$ cat config.mk
export PLATFORM = sky130hd
export DESIGN_NAME = nx_stream_arbiter
export DESIGN_NICKNAME = d
export VERILOG_FILES = /design/src/rtl/nx_stream_arbiter.sv
export SDC_FILE = /design/constraint.sdc
export NUM_CORES = 1
export LEC_CHECK = 0
export BUFFER_PORTS_ARGS = -buffer_cell sky130_fd_sc_hd__buf_2
export CAP_MARGIN = 10
export CORE_MARGIN = 2
export CORE_UTILIZATION = 35
export CTS_CLUSTER_SIZE = 20
export DETAILED_ROUTE_END_ITERATION = 12
export GPL_TIMING_DRIVEN = 0
export PLACE_DENSITY = 0.73
export SLEW_MARGIN = 15
export SYNTH_ARGS = -nofsm -noshare
export SYNTH_HDL_FRONTEND = slang
export SYNTH_SLANG_ARGS = --single-unit
$ cat constraint.sdc
create_clock -name i_clk -period 1.9 [get_ports i_clk]
set_input_delay 0.38 -clock i_clk [delete_from_list [all_inputs] [get_ports i_clk]]
set_output_delay 0.38 -clock i_clk [all_outputs]
set_load 0.02 [all_outputs]
$ cat src/rtl/nx_stream_arbiter.sv
// nx_stream_arbiter
//
// Shares one outbound message stream between INPUTS inbound streams. The
// arbiter uses round-robin selection with an optional burst allowance: a
// requester may keep the grant for up to BURST consecutive messages while it
// stays valid, and then the grant rotates. The output is one registered stage,
// so it carries one message per cycle when downstream never stalls.
//
// Handshake rule: a transfer happens on a clock edge where valid and ready are
// both high. Valid never depends on ready. The only combinational path from
// valid to ready is through the winner selection that drives o_inbound_ready.
//
// Ports
//   i_clk            clock
//   i_rst            asynchronous, active-high reset
//   i_inbound_data   INPUTS messages of W bits; requester k uses [k*W +: W]
//   i_inbound_valid  per-requester valid
//   o_inbound_ready  per-requester ready (one-hot or zero)
//   o_outbound_data  registered message
//   o_outbound_valid registered valid
//   i_outbound_ready downstream ready
//   o_grant_id       index of the most recently accepted requester
//   o_idle           no buffered message and no inbound valid
module nx_stream_arbiter #(
    parameter int INPUTS = 4,
    parameter int BURST  = 1,
    parameter int W      = 8,
    localparam int IDW   = (INPUTS > 1) ? $clog2(INPUTS) : 1,
    localparam int BW    = (BURST > 1) ? $clog2(BURST) : 1
) (
    input  logic                i_clk,
    input  logic                i_rst,
    input  logic [INPUTS*W-1:0] i_inbound_data,
    input  logic [INPUTS-1:0]   i_inbound_valid,
    output logic [INPUTS-1:0]   o_inbound_ready,
    output logic [W-1:0]        o_outbound_data,
    output logic                o_outbound_valid,
    input  logic                i_outbound_ready,
    output logic [IDW-1:0]      o_grant_id,
    output logic                o_idle
);

    logic [W-1:0]   data_q,  data_d;
    logic           valid_q, valid_d;
    logic [IDW-1:0] last_q,  last_d;
    logic [BW-1:0]  burst_q, burst_d;

    logic           load_ok;
    logic           any_valid;
    logic           hold;
    logic           found;
    logic [IDW-1:0] winner;
    logic [IDW-1:0] idx;

    assign load_ok   = !valid_q || i_outbound_ready;
    assign any_valid = |i_inbound_valid;

    // Winner selection. burst_q counts extra grants beyond the first in the
    // current run, so holding is allowed while it is below BURST-1. When not
    // holding, the scan starts just after last_q and ends at last_q itself,
    // so the previous winner is considered only after everyone else.
    always_comb begin
        hold   = 1'b0;
        found  = 1'b0;
        winner = last_q;
        idx    = last_q;
        if (BURST > 1 && INPUTS > 1) begin
            hold = i_inbound_valid[last_q] && (int'(burst_q) < BURST - 1);
        end
        if (!hold) begin
            for (int k = 1; k <= INPUTS; k++) begin
                idx = IDW'((int'(last_q) + k) % INPUTS);
                if (!found && i_inbound_valid[idx]) begin
                    winner = idx;
                    found  = 1'b1;
                end
            end
        end
    end

    always_comb begin
        o_inbound_ready = '0;
        if (load_ok && any_valid) begin
            o_inbound_ready[winner] = 1'b1;
        end
    end

    always_comb begin
        data_d  = data_q;
        valid_d = valid_q;
        last_d  = last_q;
        burst_d = burst_q;
        if (load_ok) begin
            if (any_valid) begin
                data_d  = i_inbound_data[int'(winner)*W +: W];
                valid_d = 1'b1;
                last_d  = winner;
                burst_d = hold ? burst_q + BW'(1) : '0;
            end else begin
                // Nothing to load: the stage drains if downstream takes it.
                valid_d = i_outbound_ready ? 1'b0 : valid_q;
            end
        end
    end

    always_ff @(posedge i_clk or posedge i_rst) begin
        if (i_rst) begin
            data_q  <= '0;
            valid_q <= 1'b0;
            last_q  <= IDW'(INPUTS - 1);
            burst_q <= '0;
        end else begin
            data_q  <= data_d;
            valid_q <= valid_d;
            last_q  <= last_d;
            burst_q <= burst_d;
        end
    end

    assign o_outbound_data  = data_q;
    assign o_outbound_valid = valid_q;
    assign o_grant_id       = last_q;
    assign o_idle           = !valid_q && !any_valid;

endmodule

=== Word-level counts from Yosys, hierarchy flattened ===
Cells that the tools add are included.

* Flip-flop bits (word level): 11
* Input port bits: 39
* Output and inout port bits: 16
* Word-level logic and storage cells: 50

* $add $sub $neg: 4
* Order comparisons: 6
* Shifts and indexed selects: 1
* Mux-type cells: 20
* Reductions and logical operators: 16

{| class="wikitable"
|+ Operators with widths
! kind !! count
|-
| $shiftx A32 B6 Y8 || 1
|-
| $lt A2 B3 Y1 const B || 5
|-
| $mux W1 || 10
|-
| $bmux W1 S2 || 4
|-
| $mux W2 || 4
|-
| $logic_and A1 B1 Y1 || 6
|-
| $logic_not A1 Y1 || 5
|-
| $add A2 B1 Y2 const B || 2
|-
| $add A2 B2 Y2 const B || 2
|-
| $mux W4 || 1
|-
| $reduce_and A2 Y1 || 2
|-
| $reduce_or A4 Y1 || 1
|-
| $demux W1 S2 || 1
|-
| $ge A2 B1 Y1 const B || 1
|-
| $reduce_bool A2 Y1 || 1
|-
| $logic_or A1 B1 Y1 || 1
|}

=== Logic depth before layout (Yosys ltp) ===
Gate-level depths: netlist of the first run.

* Depth after elaboration: 18
* Depth in mapped cells: 7
* Gate-level depth less buffers: 5

=== Worst setup path before layout of the first run ===
No wires, ideal clock.

* Kind: register -> output
* Start point: register last_q[1], in the netlist o_grant_id[1]
* End point: output port o_inbound_ready[0]
* Data arrival time: 1.665 ns
* Required time: 1.520 ns
* Path slack: -0.145 ns
* Cell stages (with the launch flop): 8
* Buffers on the path: 2
* Path through: dfstp_2 -> buf_4 -> a21oi_1 -> a31oi_1 -> a21oi_1 -> or2_4 -> buf_8 -> nor2_1

* Longest elaborated chain between the ends: 18
* Elaborated cells between the ends (all ways): 31
* Those cells by class: add/sub: 4; order compare: 2; mux: 18; reduce/logical: 7

{| class="wikitable"
|+ RTL lines
! item !! line !! text
|-
| from (decl) || 45 || <nowiki>logic [IDW-1:0] last_q, last_d;</nowiki>
|-
| from (signal assigned) || 110 || <nowiki>last_q <= IDW'(INPUTS - 1);</nowiki>
|-
| from (signal assigned) || 115 || <nowiki>last_q <= last_d;</nowiki>
|-
| $add A2 B1 Y2 || 72 || <nowiki>idx = IDW'((int'(last_q) + k) % INPUTS);</nowiki>
|-
| $bmux W1 S2 || 73 || <nowiki>if (!found && i_inbound_valid[idx]) begin</nowiki>
|-
| $mux W1 (implied by the code) || 73 ||
|-
| $mux W1 || 73 ||
|-
| $logic_not A1 Y1 || 73 ||
|-
| $logic_and A1 B1 Y1 || 73 ||
|-
| $mux W1 || 73 ||
|-
| $logic_not A1 Y1 || 73 ||
|-
| (+2 left out) || -- ||
|-
| $logic_not A1 Y1 || 73 ||
|-
| $logic_and A1 B1 Y1 || 73 ||
|-
| $mux W2 * || 73 ||
|-
| $lt A2 B3 Y1 (implied by the code) / $ge A2 B1 Y1 (equally long branches) || 84 || <nowiki>o_inbound_ready[winner] = 1'b1;</nowiki>
|-
| $logic_and A1 B1 Y1 (implied by the code) || 84 ||
|-
| $mux W1 (implied by the code) || 84 ||
|-
| $demux W1 S2 * || 84 ||
|-
| $mux W4 * || 83 || <nowiki>if (load_ok && any_valid) begin</nowiki>
|-
| to (decl) || 35 || <nowiki>output logic [INPUTS-1:0] o_inbound_ready,</nowiki>
|}

Mark *: on every way between the ends. The rest lies on a longest branch, timed or not. The select of a mux whose other input is x is not followed.

=== Worst setup path after layout of the first run ===
* Start point: register last_q[0], in the netlist o_grant_id[0]
* End point: output port o_inbound_ready[1]

Same word-level chain as after synthesis.

==> metrics.txt, run 1 <==
outcome complete, but fails checks; failing checks setup timing; Critical Path RT around 1.5 ns; largest area contributor in the netlist dfrtp_1; mapped cell area around 800 um2; asr flop ratio synth between 90% and 100%; CTS tree done; # IOs between 50 and 60; Netlist cell types 23; fin nets 191; sequential share of the synthesized area 34.63%; die area about 2700 um2; Post-synth EDFFs 0; # H-tree levels 1; final hold viol count 0; first-pass GRT wire length between 3000 and 4000 um; max-cap violation count 0; Slew HR approximately 72%; Placement Rows 17; fill count about 180; Core ar. between 2000 and 2500 um2; Crit Path Class reg2out; FF/Latch Area around 280 um2; synthesis warning total 0; pwr dens about 1000 nW/um2; share of cells above drive strength 1 about 70%; Pre-antenna DRT Iters 4; most frequent cell after synthesis mux2i_1; Finished Core Util 61.91%; grt ovf 0; ratio of final minimum period to clock period 111.3%; Arrival @ worst endpoint 1.73 ns; Inserted Diodes 0; WL final 2538 um; Cells after Synth just under 80; Die Span Y approximately 52 um; WHS between 0.08 and 0.09 ns; Synth Area per Inst ~10 um2; DRC viols 0; clock slew at reported path FFs 0.08 ns; die width a little over 50 um; Via density between 5 and 6; Worst Path Max Fanout 5; Worst Setup Start Kind flip-flop; Fmax achieved roughly 0.47 GHz; GP Congestion slightly below 0.7; minimum clock period ~2.1 ns; antenna-violating nets left 0; P&R area growth vs syn 69.11%; vias in the first global route 872; Starting DRT DRC Count 5; VDD IR max about 710 uV; CTS buffer count 3; final setup vio count 5; top_reg_cell synth dfrtp_1; hold crit path type in2async; Area contributors post-synth dfrtp_1 28%, mux2i_1 21%, o221ai_2 15%; Clock Tree Buf Depth 2; Avg WL per Cell around 14 um; I/O Buffers 54; latest clock arrival within the worst-skew pair 0.27 ns; static leakage ~0.68 nW; most frequent cells after synthesis 17 x mux2i_1, 12 x nand2_1, 9 x dfrtp_1; Via Count 901; area of the multi-input gates ~520 um2; Slew @ Worst Pin roughly 0.42 ns; detailed placement HPWL approximately 1600 um; worst clock skew ~0.0054 ns; GRT Total Usage between 10% and 20%; initial antenna violation count 0; area share of the largest cell type after synthesis between 20% and 30%; CTS root buffer clkbuf_4; CP Capture Type primary output; RSZ-0062 raised after global routing true; Post-Syn Nets 116; Max Slew Vio Count 0; largest net degree at the start of global routing 12; Starting Density 36.61%; #FFs+latches synth 11; CTS sink cnt 11; final setup margin -0.2141 ns
==> metal layers <==
layer	up-vias	global-route usage, %	part of all wire [%]
met1	414	21.42	39
met3	8	3.736	7.8
met2	47	36.29	50
met5	-	0	0
met4	0	8.772	3.2
li1	432	-	-
==> per-stage QoR <==
stage,instances,instance area [um2],setup TNS [ns],power (mW),setup WS [ns]
after CTS,178,1323,-0.9195,1.374,-0.2009
after floorplan,77,812.0,-0.1276,0.8427,-0.05494
after detailed placement,159,1117,-0.4609,1.037,-0.1328
after global routing,179,1356,-1.381,1.493,-0.2764
final,179,1356,-0.9962,1.413,-0.2141
after global placement,159,1117,-0.4258,1.016,-0.1217
==> final timing paths <==
check | startpoint | end | slack (ns) | cells after the start
hold / removal | i_rst | o_outbound_data[1] | 0.09 | 2
max in group asynchronous | i_rst | o_grant_id[0] | 1.49 | 2
hold reg to reg | o_outbound_data[0] | o_outbound_data[0] | 0.49 | 2
setup reg to reg | o_grant_id[0] | o_outbound_data[3] | -0.19 | 10
setup / recovery | o_grant_id[0] | o_inbound_ready[1] | -0.21 | 6
min in group i_clk | i_inbound_data[28] | o_outbound_data[4] | 0.43 | 3
==> critical path, stage by stage (launching register included) <==
cell and delay (ns):
dfstp_2 0.55, inv_1 0.07, a2bb2oi_1 0.15, o221a_2 0.30, buf_12 0.15, nor2_4 0.11
buf_6 0.13
==> registers in the layout (all words and copies together) (netlist names) <==
signal            cells
o_outbound_data       8
o_grant_id            2
o_outbound_valid      1
==> power breakdown <==
group / total [mW] / switching [mW] / internal [mW]
Clock: 0.164 / 0.0832 / 0.0813
Sequential: 0.362 / 0.0474 / 0.314
Combinational: 0.887 / 0.453 / 0.434
Total: 1.41 / 0.583 / 0.830
==> cell usage in the layout, fill, tap and decap left out, types with 2 or more instances in the layout <==
cell      count
buf_2        51
buf_4        17
mux2i_1      13
nand2_1      12
dfrtp_1       9
o221ai_2      8
buf_6         7
mux2i_2       4
nor2_4        4
clkbuf_4      3
nand2b_1      2
inv_1         2
a21oi_2       2
nor2_1        2
dfstp_2       2
==> timing repair <==
| item | 4_1_cts | 5_1_grt |
|---|---|---|
| buffers inserted | 17 | 1 |
| setup endpoints to repair | 4 | 7 |
| gates resized for setup | 21 | 6 |
| hold buffers | 0 | 0 |
| hold endpoints to repair | 0 | 0 |
| pin swaps | 7 | 3 |
==> layout make-up <==
class	instances	share of cell area [%]
timing repair buffer	72	32.01
tap	28	2.583
inverter	3	1.199
multi-input combinational	57	38.28
sequential	11	20.48
buffer	4	3.506
clock buffer	4	1.937
==> kinds of logic (layout without fill, tap and decap cells) <==
family                 Yosys count  in the layout  synth area share [%]
buffers and inverters            9             83                 8.578
flip-flops                      11             11                 34.63
multiplexers                    17             17                 21.22
AO/OA/AOI/OAI                   14             14                 20.13
AND/OR/NAND/NOR                 26             26                 15.44
No activity file was read; power rests on OpenSTA's default activity.
==> inputs of run 2 (changes only) <==
--- a/config.mk
+++ b/config.mk
@@ -11,7 +11,6 @@
 export CORE_UTILIZATION = 35
 export CTS_CLUSTER_SIZE = 20
 export DETAILED_ROUTE_END_ITERATION = 12
-export GPL_TIMING_DRIVEN = 0
 export PLACE_DENSITY = 0.73
 export SLEW_MARGIN = 15
 export SYNTH_ARGS = -nofsm -noshare
==> metrics.txt, run 2 (same netlist as run 1, synthesis figures left out) <==
max-cap violation count 0 (unchanged); Die Span Y 51.87 um (unchanged); Core ar. 2191 um2 (unchanged); Worst Setup Start Kind flip-flop (unchanged); most frequent cells in the layout 50 x buf_2, 12 x nand2_1, 10 x buf_4 (was 51 x buf_2, 17 x buf_4, 13 x mux2i_1); hold crit path type in2async (unchanged); Inserted Diodes 0 (unchanged); WL final 2387 um (was 2538 um); WHS 0.08775 ns (was 0.08795 ns); Crit Path Class reg2out (unchanged); Clock Tree Buf Depth 2 (unchanged); die area 2691 um2 (unchanged); fin nets 182 (was 191); # IOs 55 (unchanged); antenna-violating nets left 0 (unchanged); die width 51.87 um (unchanged); outcome complete, but fails checks (unchanged); Avg WL per Cell 14.04 um (was 14.18 um); max reg flops 8 (unchanged); CTS tree done (unchanged); P&R area growth vs syn 69.11% (unchanged); final setup vio count 4 (was 5); Pre-antenna DRT Iters 2 (was 4); VDD IR max 748.4 uV (was 712.2 uV); Via Count 838 (was 901); Finished Core Util 61.91% (unchanged); critical path startpoint o_grant_id[1] (was o_grant_id[0]); CP Capture Type primary output (unchanged); static leakage 0.6431 nW (was 0.6787 nW); ratio of final minimum period to clock period 110.8% (was 111.3%); Critical Path RT 1.52 ns (about the same); first-pass GRT wire length 3484 um (was 3843 um); grt ovf 0 (unchanged); vias in the first global route 834 (was 872); Critical R2R Launch o_grant_id[1] (was o_grant_id[0]); Max Slew Vio Count 0 (unchanged); largest net degree at the start of global routing 13 (was 12); DRC viols 0 (unchanged); worst clock skew 0.003270 ns (was 0.005404 ns); Via density 4.929 (was 5.034); CTS sink cnt 11 (unchanged); setup TNS -0.6244 ns (was -0.9962 ns); Starting Density 36.61% (unchanged); Worst Path Max Fanout 5 (unchanged); GRT Total Usage 17.67% (was 19.66%); DP Worst Slack 0.01755 ns (was -0.1328 ns); GP Congestion 0.7137 (was 0.6904); Slew HR 71.15% (was 72.13%); share of cells above drive strength 1 71.83% (was 70.20%); pwr dens 1041 nW/um2 (was 1042 nW/um2); initial antenna violation count 0 (unchanged); CTS root buffer clkbuf_4 (unchanged); detailed placement HPWL 1626 um (was 1644 um); most common cell after layout, fill and taps aside buf_2 (unchanged); clock slew at reported path FFs 0.07 ns (was 0.08 ns); r2r setup slk 0.09 ns (was -0.19 ns); RSZ-0062 raised after global routing true (unchanged); failing checks setup timing (unchanged); I/O Buffers 54 (unchanged); latest clock arrival within the worst-skew pair 0.27 ns (about the same); # H-tree levels 1 (unchanged); final setup margin -0.2045 ns (was -0.2141 ns); final hold viol count 0 (unchanged); Fmax achieved 0.4752 GHz (was 0.4730 GHz); CTS buffer count 3 (unchanged); fill count 180 (was 181); Starting DRT DRC Count 2 (was 5); Placement Rows 17 (unchanged); minimum clock period 2.105 ns (was 2.114 ns); Slew @ Worst Pin 0.4323 ns (was 0.4177 ns); Arrival @ worst endpoint 1.72 ns (was 1.73 ns)
==> run 2: cell types whose count changed in the layout (fill, tap and decap cells not counted), sizes merged <==
cell,before,now
buf,76,66
clkbuf,4,5
==> run 2: repair_timing <==
action | CTS | global route
endpoints found under the setup margin | 4 | 12
endpoints found under the hold margin | 0 | 0
pin swaps | 4 | 1
hold buffers | 0 | 0
gates resized for setup | 15 | 18
gates cloned | 0 | 1
setup buffers | 6 | 0
==> run 2: cell type report <==
cell class	count	area [um2]	area share, %
multi-input combinational	57	579.3	42.71
inverter	3	11.26	0.8303
clock buffer	4	26.28	1.937
timing repair buffer	67	426.7	31.46
tap	28	35.03	2.583
sequential	11	277.8	20.48
==> run 2: worst max-delay path, stage by stage (launching register included) <==
cell and delay [ns]:
dfstp_2 0.60, a21oi_2 0.09, a31oi_4 0.15, a21oi_2 0.09, or2_4 0.26, nor2_2 0.13, buf_6 0.14
==> run 2: where the power goes <==
part | internal (mW) | switching [mW] | total, mW | leakage [nW]
logic | 0.447 | 0.443 | 0.890 | 0.500
registers | 0.314 | 0.0453 | 0.359 | 0.128
clock network | 0.0814 | 0.0817 | 0.163 | 0.0150
==> run 2: per-stage QoR <==
| step | area (um2) | power, mW | cells |
|---|---|---|---|
| final | 1356 | 1.412 | 170 |
| after global routing | 1356 | 1.497 | 170 |
| after CTS | 1237 | 1.273 | 169 |
| after detailed placement | 1105 | 1.010 | 159 |
| after global placement | 1105 | 0.9928 | 159 |
| after floorplan | 812.0 | 0.8427 | 77 |
==> run 2: final timing paths <==
| check | to | cells past startpoint |
|---|---|---|
| worst min-delay path | o_outbound_data[1] | 2 |
| worst max register to register | o_outbound_data[1] | 6 |
| min in group i_clk | o_outbound_data[0] | 3 |
| worst max-delay path | o_inbound_ready[1] | 6 |
| worst min register to register | o_outbound_data[4] | 2 |
| max in group asynchronous | o_grant_id[1] | 2 |
==> run 2: routing by layer <==
layer	track usage [%]	routed length, um	vias to the layer above	share of wire, %
li1	-	-	414	-
met1	18.56	909	388	38
met2	33.33	1295	36	54
met3	6.034	183	0	7.7
met4	3.947	0	0	0
met5	0	0	-	0
